===== src/rtl/led_prog_loader_pkg.sv =====
// Shared constants for the LED CPU program loader.
// Holds the frame sync byte, the RAM word and address widths, and the loader FSM state codes.
// Also holds a helper that turns the 8-bit length byte into a word count.
package led_prog_loader_pkg;

  localparam int unsigned WORD_W = 16;
  localparam int unsigned ADDR_W = 8;

  localparam logic [7:0] SYNC_BYTE = 8'hA5;

  // State codes are plain constants so the FSM reads like the LED CPU core.
  localparam logic [2:0] ST_IDLE = 3'd0;
  localparam logic [2:0] ST_LEN  = 3'd1;
  localparam logic [2:0] ST_HI   = 3'd2;
  localparam logic [2:0] ST_LO   = 3'd3;
  localparam logic [2:0] ST_WR   = 3'd4;
  localparam logic [2:0] ST_CHK  = 3'd5;

  // A length byte of 0 stands for a full 256-word program.
  function automatic logic [8:0] word_count(input logic [7:0] len);
    return (len == 8'd0) ? 9'd256 : {1'b0, len};
  endfunction

endpackage


===== src/rtl/led_prog_loader_timeout.sv =====
// Inter-byte idle timer for the program loader.
// Ports:
//   clk     - system clock
//   rst     - synchronous active-high reset
//   run     - loader is inside a frame and waiting for a byte
//   kick    - a byte was accepted this cycle; restart the count
//   expired - idle count has reached TIMEOUT while running
module led_prog_loader_timeout #(
  parameter int unsigned TIMEOUT = 50_000_000 / 10
) (
  input  logic clk,
  input  logic rst,
  input  logic run,
  input  logic kick,
  output logic expired
);

  localparam int unsigned CW = (TIMEOUT < 1) ? 1 : $clog2(TIMEOUT + 1);

  logic [CW-1:0] timer_q;

  always_ff @(posedge clk) begin
    if (rst || !run || kick) begin
      timer_q <= '0;
    end else if (timer_q != CW'(TIMEOUT)) begin
      // Saturate so a stalled FSM still sees expired.
      timer_q <= timer_q + CW'(1);
    end
  end

  assign expired = run && (timer_q == CW'(TIMEOUT));

endmodule


===== src/rtl/led_prog_loader.sv =====
// Writer side of the LED CPU program RAM.
// Parses frames of the form 0xA5, N, N x {hi, lo}, CHK and writes each {hi, lo} word into the
// RAM. The LED CPU is held in reset from the sync byte until a frame with a good checksum ends.
// Ports:
//   clk, rst  - system clock, synchronous active-high reset
//   inByte    - stream byte, taken when inValid && inReady
//   inValid   - inByte valid
//   inReady   - loader can accept a byte (low only during the RAM write cycle)
//   wrEn      - one-cycle RAM write strobe
//   wrAddr    - RAM write address
//   wrData    - RAM write data {hi, lo}
//   cpuRst    - active-high reset to the LED CPU core
//   loadDone  - one-cycle pulse after a good checksum
//   loadErr   - sticky error (bad checksum or timeout), cleared by the next sync byte
module led_prog_loader
  import led_prog_loader_pkg::*;
#(
  parameter int unsigned TIMEOUT   = 50_000_000 / 10,
  parameter bit          BOOT_HOLD = 1'b0
) (
  input  logic              clk,
  input  logic              rst,
  input  logic [7:0]        inByte,
  input  logic              inValid,
  output logic              inReady,
  output logic              wrEn,
  output logic [ADDR_W-1:0] wrAddr,
  output logic [WORD_W-1:0] wrData,
  output logic              cpuRst,
  output logic              loadDone,
  output logic              loadErr
);

  logic [2:0]        state_q, state_d;
  logic [7:0]        sum_q, sum_d;
  logic [8:0]        cnt_q, cnt_d;
  logic [7:0]        hi_q, hi_d;
  logic [ADDR_W-1:0] addr_q, addr_d;
  logic [WORD_W-1:0] data_q, data_d;
  logic              ready_q, ready_d;
  logic              wr_en_q, wr_en_d;
  logic              cpu_rst_q, cpu_rst_d;
  logic              done_q, done_d;
  logic              err_q, err_d;

  logic accept;
  logic run;
  logic expired;

  assign accept = inValid && ready_q;
  assign run    = (state_q == ST_LEN) || (state_q == ST_HI) ||
                  (state_q == ST_LO)  || (state_q == ST_CHK);

  led_prog_loader_timeout #(
    .TIMEOUT (TIMEOUT)
  ) u_timeout (
    .clk     (clk),
    .rst     (rst),
    .run     (run),
    .kick    (accept),
    .expired (expired)
  );

  always_comb begin
    state_d   = state_q;
    sum_d     = sum_q;
    cnt_d     = cnt_q;
    hi_d      = hi_q;
    addr_d    = addr_q;
    data_d    = data_q;
    cpu_rst_d = cpu_rst_q;
    err_d     = err_q;
    done_d    = 1'b0;

    case (state_q)
      ST_IDLE: begin
        if (accept && (inByte == SYNC_BYTE)) begin
          state_d   = ST_LEN;
          cpu_rst_d = 1'b1;
          err_d     = 1'b0;
          sum_d     = 8'd0;
          addr_d    = '0;
        end
      end
      ST_LEN: begin
        if (accept) begin
          cnt_d   = word_count(inByte);
          sum_d   = sum_q + inByte;
          state_d = ST_HI;
        end
      end
      ST_HI: begin
        if (accept) begin
          hi_d    = inByte;
          sum_d   = sum_q + inByte;
          state_d = ST_LO;
        end
      end
      ST_LO: begin
        if (accept) begin
          data_d  = {hi_q, inByte};
          sum_d   = sum_q + inByte;
          state_d = ST_WR;
        end
      end
      ST_WR: begin
        // The strobe is live in this cycle; move on to the next word slot.
        addr_d  = addr_q + ADDR_W'(1);
        cnt_d   = cnt_q - 9'd1;
        state_d = (cnt_q == 9'd1) ? ST_CHK : ST_HI;
      end
      ST_CHK: begin
        if (accept) begin
          if (inByte == sum_q) begin
            cpu_rst_d = 1'b0;
            done_d    = 1'b1;
          end else begin
            err_d = 1'b1;
          end
          state_d = ST_IDLE;
        end
      end
      default: state_d = ST_IDLE;
    endcase

    // An accepted byte clears the timer, so it wins over a same-cycle timeout.
    if (expired && !accept) begin
      state_d   = ST_IDLE;
      err_d     = 1'b1;
      cpu_rst_d = 1'b1;
    end

    ready_d = (state_d != ST_WR);
    wr_en_d = (state_d == ST_WR);
  end

  always_ff @(posedge clk) begin
    if (rst) begin
      state_q   <= ST_IDLE;
      sum_q     <= 8'd0;
      cnt_q     <= 9'd0;
      hi_q      <= 8'd0;
      addr_q    <= '0;
      data_q    <= '0;
      ready_q   <= 1'b0;
      wr_en_q   <= 1'b0;
      cpu_rst_q <= BOOT_HOLD;
      done_q    <= 1'b0;
      err_q     <= 1'b0;
    end else begin
      state_q   <= state_d;
      sum_q     <= sum_d;
      cnt_q     <= cnt_d;
      hi_q      <= hi_d;
      addr_q    <= addr_d;
      data_q    <= data_d;
      ready_q   <= ready_d;
      wr_en_q   <= wr_en_d;
      cpu_rst_q <= cpu_rst_d;
      done_q    <= done_d;
      err_q     <= err_d;
    end
  end

  assign inReady  = ready_q;
  assign wrEn     = wr_en_q;
  assign wrAddr   = addr_q;
  assign wrData   = data_q;
  assign cpuRst   = cpu_rst_q;
  assign loadDone = done_q;
  assign loadErr  = err_q;

endmodule


===== config.mk =====
export PLATFORM = sky130hd
export DESIGN_NAME = led_prog_loader
export DESIGN_NICKNAME = d
export VERILOG_FILES = /design/src/rtl/led_prog_loader_pkg.sv /design/src/rtl/led_prog_loader_timeout.sv /design/src/rtl/led_prog_loader.sv
export SDC_FILE = /design/constraint.sdc
export NUM_CORES = 1
export LEC_CHECK = 0
export ABC_AREA = 1
export BUFFER_PORTS_ARGS = -buffer_cell sky130_fd_sc_hd__buf_4
export CAP_MARGIN = 20
export CORE_MARGIN = 3
export CORE_UTILIZATION = 40
export CTS_CLUSTER_DIAMETER = 120
export DETAILED_ROUTE_END_ITERATION = 7
export SLEW_MARGIN = 15
export SYNTH_ARGS = -nofsm -noshare
export SYNTH_HDL_FRONTEND = slang
export SYNTH_SLANG_ARGS = --single-unit

===== constraint.sdc =====
create_clock -name clk -period 2.23 [get_ports clk]
set_input_delay 0.223 -clock clk [delete_from_list [all_inputs] [get_ports clk]]
set_output_delay 0.223 -clock clk [all_outputs]
set_load 0.02 [all_outputs]

# Word level (Yosys, flattened, before mapping)
# Index checks and enable logic that the tools add are counted.
[op_classes] n_bitwise=2 addsub=4 n_reduce_logical=26 n_mux=26 n_eq_ne=19
[op_table] operator="8-bit case mux with 2 select lines" n=2
[op_table] operator="23-bit by 1-bit adder with 23-bit output (second input constant)" n=1
[op_table] operator="23-bit == test (second input constant)" n=1
[op_table] operator="23-bit inequality test (second input constant)" n=1
[op_table] operator="3-bit two-way mux" n=7
[op_table] operator="9-bit two-way mux" n=2
[op_table] operator="3-bit case mux with 6 select lines" n=1
[op_table] operator="9-bit case mux with 2 select lines" n=1
[op_table] operator="8-bit two-way mux" n=2
[op_table] operator="3-bit == test (second input constant)" n=3
[op_table] operator="9-bit by 1-bit == test with 1-bit output (second input constant)" n=1
[op_table] operator="1-bit two-way mux" n=9
[op_table] operator="9-bit by 1-bit subtractor with 9-bit output (second input constant)" n=1
[op_table] operator="8-bit by 1-bit adder with 8-bit output (second input constant)" n=1
[op_table] operator="8-bit adder" n=1
[op_table] operator="8-bit == test" n=1
[op_table] operator="8-bit == test (second input constant)" n=1
[op_table] operator="8-bit zero test" n=1
[op_table] operator="2-bit AND reduction" n=4
[op_table] operator="4-bit AND reduction" n=2
[op_table] operator="3-bit by 2-bit == test with 1-bit output (second input constant)" n=2
[op_table] operator="3-bit by 2-bit inequality test with 1-bit output (second input constant)" n=2
[op_table] operator="3-bit inequality test (second input constant)" n=2
[op_table] operator="2-bit nonzero test" n=3
[op_table] operator="13 further kinds" n=25
[totals] elab_cells=89 in_bits=11 reg_bits=80 out_inout_bits=29

# Logic depth before layout (Yosys ltp)
# Gate-level depths: netlist (run 1).
[logic_depth] depth_word=8 ltp_mapped=13 mapped_depth_nobuf=13

# Modules after synthesis
# A second synthesis (run 1) with hierarchy kept.
[unflattened] hier_cells=636 hier_area_um2=4309.1
[by_module_without_submodules] module="led_prog_loader" cells_per_inst=413 area_per_inst_um2=2907.8 n_inst=1 seq_area_each_um2=1141.1
[by_module_without_submodules] module="led_prog_loader_timeout" cells_per_inst=223 area_per_inst_um2=1401.3 n_inst=1 seq_area_each_um2=460.4

# Least setup slack after synthesis (run 1)
# Ideal clock, no wire load.
[synth_path] kind="reg-to-reg" startpoint="reg sum_q[0]" endpoint="reg sum_q[6]" required_time_ns=2.098 path_stages_with_launch=13 synth_period_minus_slack_ns=1.747 setup_slack_ns=0.483 n_path_buf=0 t_arrival_ns=1.615 setup_ns=0.132 path_cell_list="dfxtp_1 > ha_1 > inv_1 > fa_1 > inv_1 > nand3_1 > nand2_1 > nand2_1 > nand2_1 > a21oi_1 > or2_2 > nand3_1 > a21oi_1"
[synth_via] elab_chain_cells=3
[synth_lines] element="start, declared" line="led_prog_loader.sv:35" source="logic [7:0] sum_q, sum_d;"
[synth_lines] element="start signal, assigned" line="led_prog_loader.sv:152" source="sum_q <= sum_d;"
[synth_lines] element="8-bit adder" line="led_prog_loader.sv:88, led_prog_loader.sv:95, led_prog_loader.sv:102"
[synth_lines] element="8-bit two-way mux" line="led_prog_loader.sv:86, led_prog_loader.sv:93, led_prog_loader.sv:100"
[synth_lines] element="8-bit case mux with 2 select lines" line="led_prog_loader.sv:75" source="case (state_q)"
# Every way passes these cells. The select of a mux whose other input is x is not followed.
# A chain may end at the register's enable or synchronous reset.

# Worst setup path after layout (run 1)
# Same ends and word-level chain as after synthesis.

==> results summary, run 1 <==
The worst vdd rail ir drop came out at 0.393 mV. In this run the number of H-tree levels came out at 3. The count of hold-fix buffers inserted at cts came out at 0. The max-slew headroom at the worst pin came out at 42.2%.

The first global-routing pass estimated 15.6 mm of wire. The most used flip-flop cell after synthesis is dfxtp_1. The number of CTS-inserted buffers is 9. The final hold violation count is 0.

The number of DRC violations after detailed routing is 0. The final-layout worst hold slack is 180 ps. Data arrives at the worst endpoint at 2130 ps. The delay contributed by the slowest stage of the critical path is 390 ps. The final weighted congestion in routability-driven placement came out at 0.881. Yosys mapped the design onto 35 distinct sky130hd cell types. The largest net degree at the start of global routing came out at 39. The post-layout net count came out at 633. STA classifies the critical path endpoint as a flip-flop. The clock drives 80 sinks.

The number of antenna-violating nets in the routed design is 0. The chip width came out at 105 um. The height of the die came out at 105 um. The worst-margin pin slew is 867 ps.

The number of failing setup endpoints in the final timing report is 0. The total power came out at 2640 uW. After clock tree synthesis, the clock-pin slew on the worst setup and hold paths is 90 ps.

By area the synthesized netlist is led by dfxtp_1 (41%), nand2_1 (9.7%), nor2_1 (9.3%), a21oi_1 (6.1%), inv_1 (5.5%). The first routing iteration left 150 violations. The routed layout has 3646 vias. The register bit total from synthesis came out at 80.

The maximum clock rate is 528 MHz. The number of enable-type register cells in the synthesized netlist came out at 0. The fraction of the cycle the final worst path needs came out at 85.0%. The share of post-route cells with drive strength above 1 came out at 13.7%. At the later pin of the worst-skew pair, clock insertion delay measures 350 ps. Fill cells in the final layout number 978.

For hold timing, the worst endpoint is hi_q[0]. The number of slew-limit violations in the final report came out at 0. In this run the most critical hold path is launched from inByte[0].

The least setup slack across all paths after layout came out at 335 ps. The slowest library cell on the worst path is fa_1. The placed wire-length estimate after detailed placement came out at 6.70 mm. The antenna diode count is 0.

Setup repair after global routing left no endpoint under its margin. The combined buffer and inverter count along the critical path came out at 2. The sequential area share after synthesis is 40.6%.

For this design the ratio of total power to cell area is 574 mW/mm2. The run finished with clean final reports. The count of cells resized by post-cts repair came out at 0.

At the worst endpoint, the required time is 2470 ps. Ranked by instance count, the synthesized netlist is headed by nand2_1 (102), nor2_1 (98), dfxtp_1 (80), inv_1 (58), a21oi_1 (48). The leakage dissipation came out at 0.00186 uW.

The count of buffers added on input and output ports is 39. The clock skew came out at 12.7 ps. For this run, asynchronously set or reset flops after synthesis account for 0%.

The layout-stage area growth over the synthesis result came out at 16.6%. The total iterations of the first detailed-routing run came out at 4. The number of placed cells counting well taps came out at 727. The tree is rooted in a clkbuf_8.

Along the worst path, the maximum fanout reaches 3. The most frequent cell after synthesis is nand2_1. Tracing the worst setup path back leads to its startpoint at sum_q[0].

The largest total area in the synthesized netlist belongs to dfxtp_1. The number of max-capacitance violations reported is 0. The most used cell along the critical path is nand2_1. The class of the worst hold path is in -> reg. The cell area after synthesis came out at 0.00394 mm2.

The final cell count without fillers is 743. The total global routing track utilization is 17.1%. The post-placement worst setup slack came out at 334 ps. TritonCTS built the clock tree. In this run the register-to-register setup slack is 330 ps. Traced cell by cell, the critical path runs through ha_1 > inv_1 > fa_1 > inv_1 > nand3_1 > nand2_1 > nand2_1 > nand2_1 > a21oi_1 > or2_2 > nand3_1 > a21oi_1. The starting utilization of the core area came out at 41.8%. The worst reg2reg path depth came out at 12. The worst setup path is of the reg -> reg kind. The die outline area is 0.0111 mm2. The count of warnings emitted by yosys came out at 0.

The total global routing overflow is 0. The detailed-route vias per instance is 4.91. STA classifies the critical path startpoint as a flip-flop.

The dominant delay contributor by cell family on the critical path is simple AND/OR/NAND/NOR gates. The post-CTS setup-driven buffer insertion count came out at 0. The cell depth of the worst hold path is 3.

The top-level I/O count came out at 40. The post-synthesis instance total came out at 566. The final setup TNS is 0 ps. The number of global-route vias before repair is 3274. The maximum number of buffers from clock root to sink came out at 2. A synthesized cell averages 6.96 um2. In this run the critical register-to-register path is captured at sum_q[6]. The clock period minus final worst setup slack came out at 1900 ps. The number of nets in the synthesized netlist is 590. The wire length per cell is 12.4 um. The wire length reported by the detailed router came out at 9.23 mm. The start of the worst register-to-register path is sum_q[0]. The top-area cell type share of the netlist area came out at 40.6%. The placeable core area came out at 0.00942 mm2. The initialized floorplan defines 35 standard-cell rows. The initial antenna violation count is 0.
[stage by stage]
stage               cell area, um2  utilization (%)
global placement              4390             46.6
floorplan                     3940                -
CTS                           4590             48.8
detailed placement            4390             46.6
finish                        4590             48.8
global route                  4590             48.8
[per-layer routing]
metal / global-route usage (%) / vias to the layer above / wire (um)
met1: 25.0 / 1621 / 4860
met2: 25.0 / 76 / 3830
met3: 3.92 / 8 / 455
met5: 0 / - / 0
li1: - / 1941 / -
met4: 5.06 / 0 / 86
[layout by cell type, fill, tap and decap left out, types with 6 or more instances in the layout]
cell / netlist / routed
nand2_1: 102 / 102
nor2_1: 98 / 98
dfxtp_1: 80 / 80
inv_1: 58 / 58
a21oi_1: 48 / 48
buf_4: 0 / 45
o21ai_0: 43 / 43
nand3_1: 35 / 35
nor3_1: 12 / 12
ha_1: 12 / 12
or2_2: 10 / 10
nand4_1: 9 / 9
clkbuf_8: 0 / 9
a31oi_1: 6 / 6
[registers in the layout, indices dropped and copies added (netlist names), 3 cells and up]
register	cells
wrAddr	8
hi_q	8
sum_q	8
wrData	16
state_q	3
u_timeout.timer_q	23
cnt_q	9
[power breakdown]
group | internal [uW] | switching, uW | total (uW)
clock network | 531 | 581 | 1110
registers | 1430 | 0.724 | 1430
logic | 31.3 | 64.0 | 95.3
[tightest hold or removal path, cell delays in order]
cell and delay (ps):
buf_4 120, o21ai_0 80, nor2_1 70
[final cells by class]
type,count,area [um2],area share [%]
clock buffer,9,124,2.70
clock inverter,7,80.1,1.74
inverter,61,229,4.99
multi-input combinational,412,2060,44.8
sequential,80,1600,34.9
tap,129,161,3.51
timing repair buffer,45,338,7.35
[cell families (layout without fill, tap and decap cells)]
family          Yosys count  count (layout)  share of synthesized area (%)
simple gates            284             284                           31.8
compound gates          110             110                           15.0
flops                    80              80                           40.6
buf+inv                  74             122                           7.08
fa+ha+maj                13              13                           4.32
xor+xnor                  5               5                           1.11
[how the worst max path moves through the flow]
| stage | endpoint | depth (start not counted) |
|---|---|---|
| detailed placement | sum_q[6] | 13 |
| global placement | sum_q[6] | 13 |
| CTS | sum_q[6] | 12 |
| floorplan | sum_q[6] | 12 |
| finish | sum_q[6] | 12 |
| global route | sum_q[6] | 12 |
No activity file was read; power rests on OpenSTA's default activity.
==> run 2: changes to the inputs <==
Clock period 2.23 ns to 1.7 ns, I/O delays scaled along.
==> run 2 against run 1 <==
Combinational power increased by 62%. Sequential power increased by 31%. Final area increased by 6.9%. Clock-buffer cell count unchanged. Fmax increased by 12%. Utilization increased by 3.4 points. Routed wire length increased by 5.2%. Worst hold slack got worse by 43 ps. Critical path depth unchanged. Clock power increased by 21%. Critical path type unchanged. Setup slack got worse by 320 ps.
==> results summary, run 2 (synthesized netlist as in run 1, its figures left out) <==
The final cell utilization of the core is 52.2% (was 48.8%). The final setup TNS is 0 ps (unchanged). The combined buffer and inverter count along the critical path came to 2 (unchanged).

RSZ-0062 raised after global routing: yes (was no). The largest net degree at the start of global routing came out at 39 (unchanged). The number of global-route vias before repair came out at 3531 (was 3274). The finished layout cell area is 0.00491 mm2 (was 0.00459 mm2). The post-layout net count came to 660 (was 633).

The number of placed cells counting well taps came out at 751 (was 727). The initial antenna violation count came out at 0 (unchanged). The number of CTS-inserted buffers came out at 9 (unchanged). The worst-margin pin slew is 339 ps (was 867 ps). The clock skew came out at 13.2 ps (was 12.7 ps).

The number of slew-limit violations in the final report is 0 (unchanged). The final weighted congestion in routability-driven placement is 0.957 (was 0.881). The placeable core area is 0.00942 mm2 (unchanged). The deepest level of the CTS H-tree is 3 (unchanged). The leading cell type in the layout, fill and taps excluded was nand2_1 (unchanged). The data required time at the worst endpoint is 1950 ps (was 2470 ps). Outcome: finished clean (unchanged).

The number of DRC violations after detailed routing came out at 0 (unchanged). The count of buffers from port buffering is 39 (unchanged). The fraction of the cycle the final worst path needs came out at 99.2% (was 85.0%). The insertion delay of the later-clocked pin in the worst-skew pair came out at 360 ps (was 350 ps). The launching element type of the critical path is a flip-flop (unchanged). The delay contributed by the slowest stage of the critical path came out at 360 ps (was 390 ps). The maximum clock rate was 593 MHz (was 528 MHz). The category of the worst setup path capture point is a flip-flop (unchanged). The height of the die came out at 105 um (unchanged). Commonest non-fill, non-tap cells in the layout: nand2_1 (97), nor2_1 (95), dfxtp_1 (76) (was nand2_1 (102), nor2_1 (98), dfxtp_1 (80)). The share of post-route cells with drive strength above 1 is 21.4% (was 13.7%).

The number of sinks on the clock net came out at 80 (unchanged). The startpoint of the most critical hold path is rst (was inByte[0]). The cell depth of the worst hold path came to 2 (was 3). The TritonCTS clock tree was done (unchanged). The capture endpoint of the worst hold path is wrEn (was hi_q[0]). CP Cell Sequence: ha_4 > inv_1 > fa_2 > inv_2 > nand3_2 > nand2_2 > nand2_2 > nand2_2 > a21oi_2 > or2_4 > nand3_2 > a21oi_1 (was ha_1 > inv_1 > fa_1 > inv_1 > nand3_1 > nand2_1 > nand2_1 > nand2_1 > a21oi_1 > or2_2 > nand3_1 > a21oi_1). The total power is 3370 uW (was 2640 uW). The worst reg2reg path depth came out at 12 (unchanged).

The total global routing track utilization is 18.0% (was 17.1%). The count of hold-fix buffers inserted at cts came out at 0 (unchanged). The data arrival time at the worst-slack endpoint is 1930 ps (was 2130 ps). The worst reg2reg path endpoint is sum_q[6] (unchanged). The flip-flop count of the largest register after layout came to 23 (unchanged).

The wire length reported by the detailed router is 9.71 mm (was 9.23 mm). The final hold violation count is 0 (unchanged). The maximum number of buffers from clock root to sink is 2 (unchanged).

The antenna diode count is 0 (unchanged). The placed wire-length estimate after detailed placement came out at 7.11 mm (was 6.70 mm). The cell area power density is 686 mW/mm2 (was 574 mW/mm2).

The wire length per cell came to 12.6 um (was 12.4 um). The critical-path maximum fanout came to 2 (was 3). The dominant delay contributor by cell family on the critical path is simple AND/OR/NAND/NOR gates (unchanged).

The clock transition at the registers of the reported paths is 90 ps (about the same). The standard cell area after detailed placement came to 0.00458 mm2 (was 0.00439 mm2). The count of standard-cell rows came out at 35 (unchanged).

The number of DRC violations after detailed-routing iteration 0 is 155 (was 150). The via count of the routed design is 3846 (was 3646). The total global routing overflow came to 0 (unchanged). The worst vdd rail ir drop is 0.322 mV (was 0.393 mV). The leakage dissipation came out at 0.00198 uW (was 0.00186 uW). The most used cell along the critical path is nand2_2 (was nand2_1). The die outline area came out at 0.0111 mm2 (unchanged).

The cell at the root of the clock tree was clkbuf_8 (unchanged). The category of the critical setup timing path was reg -> reg (unchanged). The reg-to-reg setup timing slack was 10 ps (was 330 ps). The layout-stage area growth over the synthesis result is 24.7% (was 16.6%). The number of filler cells placed in the layout was 972 (was 978). The clock period minus final worst setup slack came out at 1690 ps (was 1900 ps). The final cell count without fillers is 770 (was 743). The total iterations of the first detailed-routing run is 4 (unchanged). The slowest library cell on the worst path was dfxtp_2 (was fa_1). The detailed-route vias per instance came out at 4.99 (was 4.91). The starting utilization of the core area is 41.8% (unchanged). The number of max-capacitance violations reported came out at 0 (unchanged). The chip width is 105 um (unchanged).

The register name with the most flops is u_timeout.timer_q (unchanged). The class of the worst hold path was in -> reg (unchanged). The start of the worst register-to-register path is sum_q[0] (unchanged). The number of failing setup endpoints in the final timing report is 0 (unchanged). The top-level I/O count is 40 (unchanged). The number of antenna-violating nets in the routed design was 0 (unchanged). The wire length of the first global-routing pass came out at 16.5 mm (was 15.6 mm). The max-slew headroom at the worst pin came out at 77.2% (was 42.2%).
-- run 2: area by class of cell --
type | count | area (um2) | share of cell area [%]
Tap cell | 129 | 161 | 3.29
Timing Repair Buffer | 72 | 553 | 11.3
Clock buffer | 9 | 124 | 2.52
Multi-Input combinational cell | 412 | 2170 | 44.1
Inverter | 61 | 229 | 4.66
Clock inverter | 7 | 67.6 | 1.38
Sequential cell | 80 | 1610 | 32.8
-- run 2: metal layers --
metal	global-route usage [%]	part of all wire [%]	vias up
li1	-	-	1999
met1	25.4	50	1753
met2	27.6	44	80
met3	2.76	4.8	14
met4	6.75	1.6	0
met5	0	0	-
-- run 2: per-stage QoR --
step	setup WS [ps]	hold WS (ps)
3_3_place_gp	-76.3	437
6_report	14.3	137
2_1_floorplan	1.61	336
3_5_place_dp	-104	443
5_1_grt	-92.3	150
4_1_cts	-15.6	133
-- run 2: worst max-delay path by stage --
| stage | slack (ps) | depth (start not counted) | start | end |
|---|---|---|---|---|
| floorplan | 2 | 12 | sum_q[0] | sum_q[6] |
| global placement | -80 | 12 | sum_q[0] | sum_q[6] |
| detailed placement | -100 | 12 | sum_q[0] | sum_q[6] |
| CTS | -20 | 12 | sum_q[0] | sum_q[6] |
| global route | -90 | 12 | sum_q[0] | sum_q[6] |
| finish | 10 | 12 | sum_q[0] | sum_q[6] |
-- run 2: where the power goes --
| group | switching (uW) | internal, uW |
|---|---|---|
| logic | 94.9 | 59.4 |
| clock network | 786 | 557 |
| registers | 0.896 | 1870 |
| total | 882 | 2490 |
-- run 2: timing repair --
action	CTS	global route
pin swaps	4	10
setup buffers	1	2
gates resized for setup	11	23
setup endpoints to repair	3	17
==> run 3: changes to the inputs <==
Settings changed: CORE_UTILIZATION 40 to 30.
==> run 3 against run 2 <==
The run now ends with negative setup slack left. Sequential power hardly changed. Critical endpoint unchanged. Clock power grew 57%. Critical path depth unchanged. Utilization fell by 12 points. Clock skew shrank 4.3 ps. Final cell count grew 5.3%. Routed wire length is 5.2% higher. Non-clock buffer count shrank 2.
==> results summary, run 3 (synthesized netlist as in run 1, its figures left out) <==
Outcome: complete, but fails checks (was finished clean). The checks that failed: negative setup slack. The maximum clock rate was 583 MHz (was 593 MHz). The number of filler cells placed in the layout came out at 1368 (was 972).

The wire length per cell came out at 12.6 um (about the same). The count of buffers from port buffering is 39 (unchanged). The largest net degree at the start of global routing was 39 (unchanged). The wire length of the first global-routing pass came out at 16.8 mm (was 16.5 mm). The layout-stage area growth over the synthesis result is 29.1% (was 24.7%). The initial antenna violation count came out at 0 (unchanged).

The number of DRC violations after detailed routing came out at 0 (unchanged). The clock transition at the registers of the reported paths came out at 70 ps (was 90 ps). The start of the worst register-to-register path is sum_q[0] (unchanged). The clock skew is 8.82 ps (was 13.2 ps). The total global routing track utilization is 14.1% (was 18.0%).

The reg-to-reg setup timing slack was -10 ps (was 10 ps). The critical-path maximum fanout is 2 (unchanged). The die outline area was 0.0145 mm2 (was 0.0111 mm2). The height of the die came out at 121 um (was 105 um).

The share of post-route cells with drive strength above 1 came to 21.8% (was 21.4%). The total iterations of the first detailed-routing run came to 5 (was 4). The cell area power density is 810 mW/mm2 (was 686 mW/mm2). The placeable core area is 0.0127 mm2 (was 0.00942 mm2). The total global routing overflow is 0 (unchanged). The data arrival time at the worst-slack endpoint is 1940 ps (was 1930 ps). The final weighted congestion in routability-driven placement came out at 0.892 (was 0.957). The number of antenna-violating nets in the routed design is 0 (unchanged). The clock period minus final worst setup slack is 1710 ps (was 1690 ps). The maximum number of buffers from clock root to sink came out at 2 (unchanged).

The top-level I/O count came out at 40 (unchanged). The final hold violation count is 0 (unchanged). The worst reg2reg path depth came out at 12 (unchanged). The least setup slack across all paths after layout came out at -14.9 ps (was 14.3 ps). The number of sinks on the clock net is 80 (unchanged).

The worst reg2reg path endpoint is sum_q[6] (unchanged). The post-placement worst setup slack is -102 ps (was -104 ps). The class of the worst hold path is in -> reg (unchanged). The cell at the root of the clock tree is clkbuf_16 (was clkbuf_8). The flip-flop count of the largest register after layout is 23 (unchanged). The count of hold-fix buffers inserted at cts came out at 0 (unchanged). The worst-margin pin slew came out at 367 ps (was 339 ps).

The via count of the routed design was 3897 (was 3846). The register name with the most flops is u_timeout.timer_q (unchanged). The wire length reported by the detailed router is 10.2 mm (was 9.71 mm). The detailed-route vias per instance is 4.81 (was 4.99). The leakage dissipation came out at 0.00203 uW (was 0.00198 uW). The number of slew-limit violations in the final report is 0 (unchanged).

The startpoint of the most critical setup path was sum_q[0] (unchanged). The max-slew headroom at the worst pin is 75.4% (was 77.2%). The deepest level of the CTS H-tree is 3 (unchanged). The number of DRC violations after detailed-routing iteration 0 was 209 (was 155). The category of the critical setup timing path is reg -> reg (unchanged). The launching element type of the critical path is a flip-flop (unchanged). The worst vdd rail ir drop came out at 0.417 mV (was 0.322 mV). The placed wire-length estimate after detailed placement is 7.27 mm (was 7.11 mm). The fraction of the cycle the final worst path needs is 101% (was 99.2%).

The critical path endpoint is sum_q[6] (unchanged). The number of failing setup endpoints in the final timing report is 1 (was 0). Commonest non-fill, non-tap cells in the layout: nand2_1 (101), nor2_1 (93), dfxtp_1 (75) (was nand2_1 (97), nor2_1 (95), dfxtp_1 (76)). The insertion delay of the later-clocked pin in the worst-skew pair is 340 ps (was 360 ps). The leading cell type in the layout, fill and taps excluded is nand2_1 (unchanged). The number of CTS-inserted buffers is 9 (unchanged). RSZ-0062 raised after global routing: yes (unchanged). The total power is 4120 uW (was 3370 uW). The data required time at the worst endpoint came out at 1930 ps (was 1950 ps).

The number of max-capacitance violations reported was 0 (unchanged). The chip width came to 121 um (was 105 um). The antenna diode count was 0 (unchanged).

The starting utilization of the core area is 31.0% (was 41.8%). The category of the worst setup path capture point was a flip-flop (unchanged). The post-layout net count came out at 658 (was 660).

The TritonCTS clock tree is done (unchanged). The number of global-route vias before repair is 3618 (was 3531). The count of standard-cell rows is 41 (was 35).
## run 3: worst max-delay path, cell delays in order, from the launching register on
cell and delay (ps):
dfxtp_2 350, ha_4 140, inv_2 30, fa_2 360
inv_2 70, nand3_2 60, nand2_1 60, nand2_1 70
nand2_1 70, a21oi_2 50, or2_4 230, nand3_2 60
a21oi_1 50
## run 3: area by class of cell
cell class              instances  area, um2  area share, %
multi-input cells             412       2170           42.7
flip-flops and latches         80       1620           31.8
clock buffers                  10        229           4.50
repair buffers                 70        533           10.5
well taps                     172        215           4.23
clock inverters                 6       92.6           1.82
inverters                      61        229           4.50
## run 3: repair_timing
action	CTS	global route
endpoints found under the setup margin	5	38
gates resized for setup	13	31
pin swaps	4	7
setup buffers	0	3
## run 3: metrics by stage
stage	instances	instance area, um2	hold slack, ps	TNS, ps	util [%]
detailed placement	792	4610	446	-164	36.2
CTS	808	4970	149	-29.7	39.1
global placement	792	4610	438	-70.1	36.2
global route	811	5090	172	-178	40.0
finish	811	5090	161	-14.9	40.0
floorplan	566	3940	336	0	-
## run 3: how the worst min path moves through the flow
stage | start | to | cells after the start
2_1_floorplan | inByte[0] | hi_q[0] | 2
3_5_place_dp | sum_q[2] | sum_q[2] | 2
5_1_grt | inByte[4] | hi_q[4] | 3
6_report | inByte[4] | hi_q[4] | 3
4_1_cts | inByte[4] | hi_q[4] | 3
3_3_place_gp | sum_q[2] | sum_q[2] | 2
## run 3: report_power, final
part | internal [uW] | switching (uW) | total (uW)
registers | 1870 | 1.12 | 1870
logic | 52.0 | 90.9 | 143
clock network | 1290 | 811 | 2110
## run 3: layer usage
layer  up-vias  track usage, %  wire length [um]
li1       2000               -                 -
met1      1785            18.9              4880
met2        98            22.0              4640
met3        14            3.18               536
met4         0            5.45               151
met5         -               0                 0
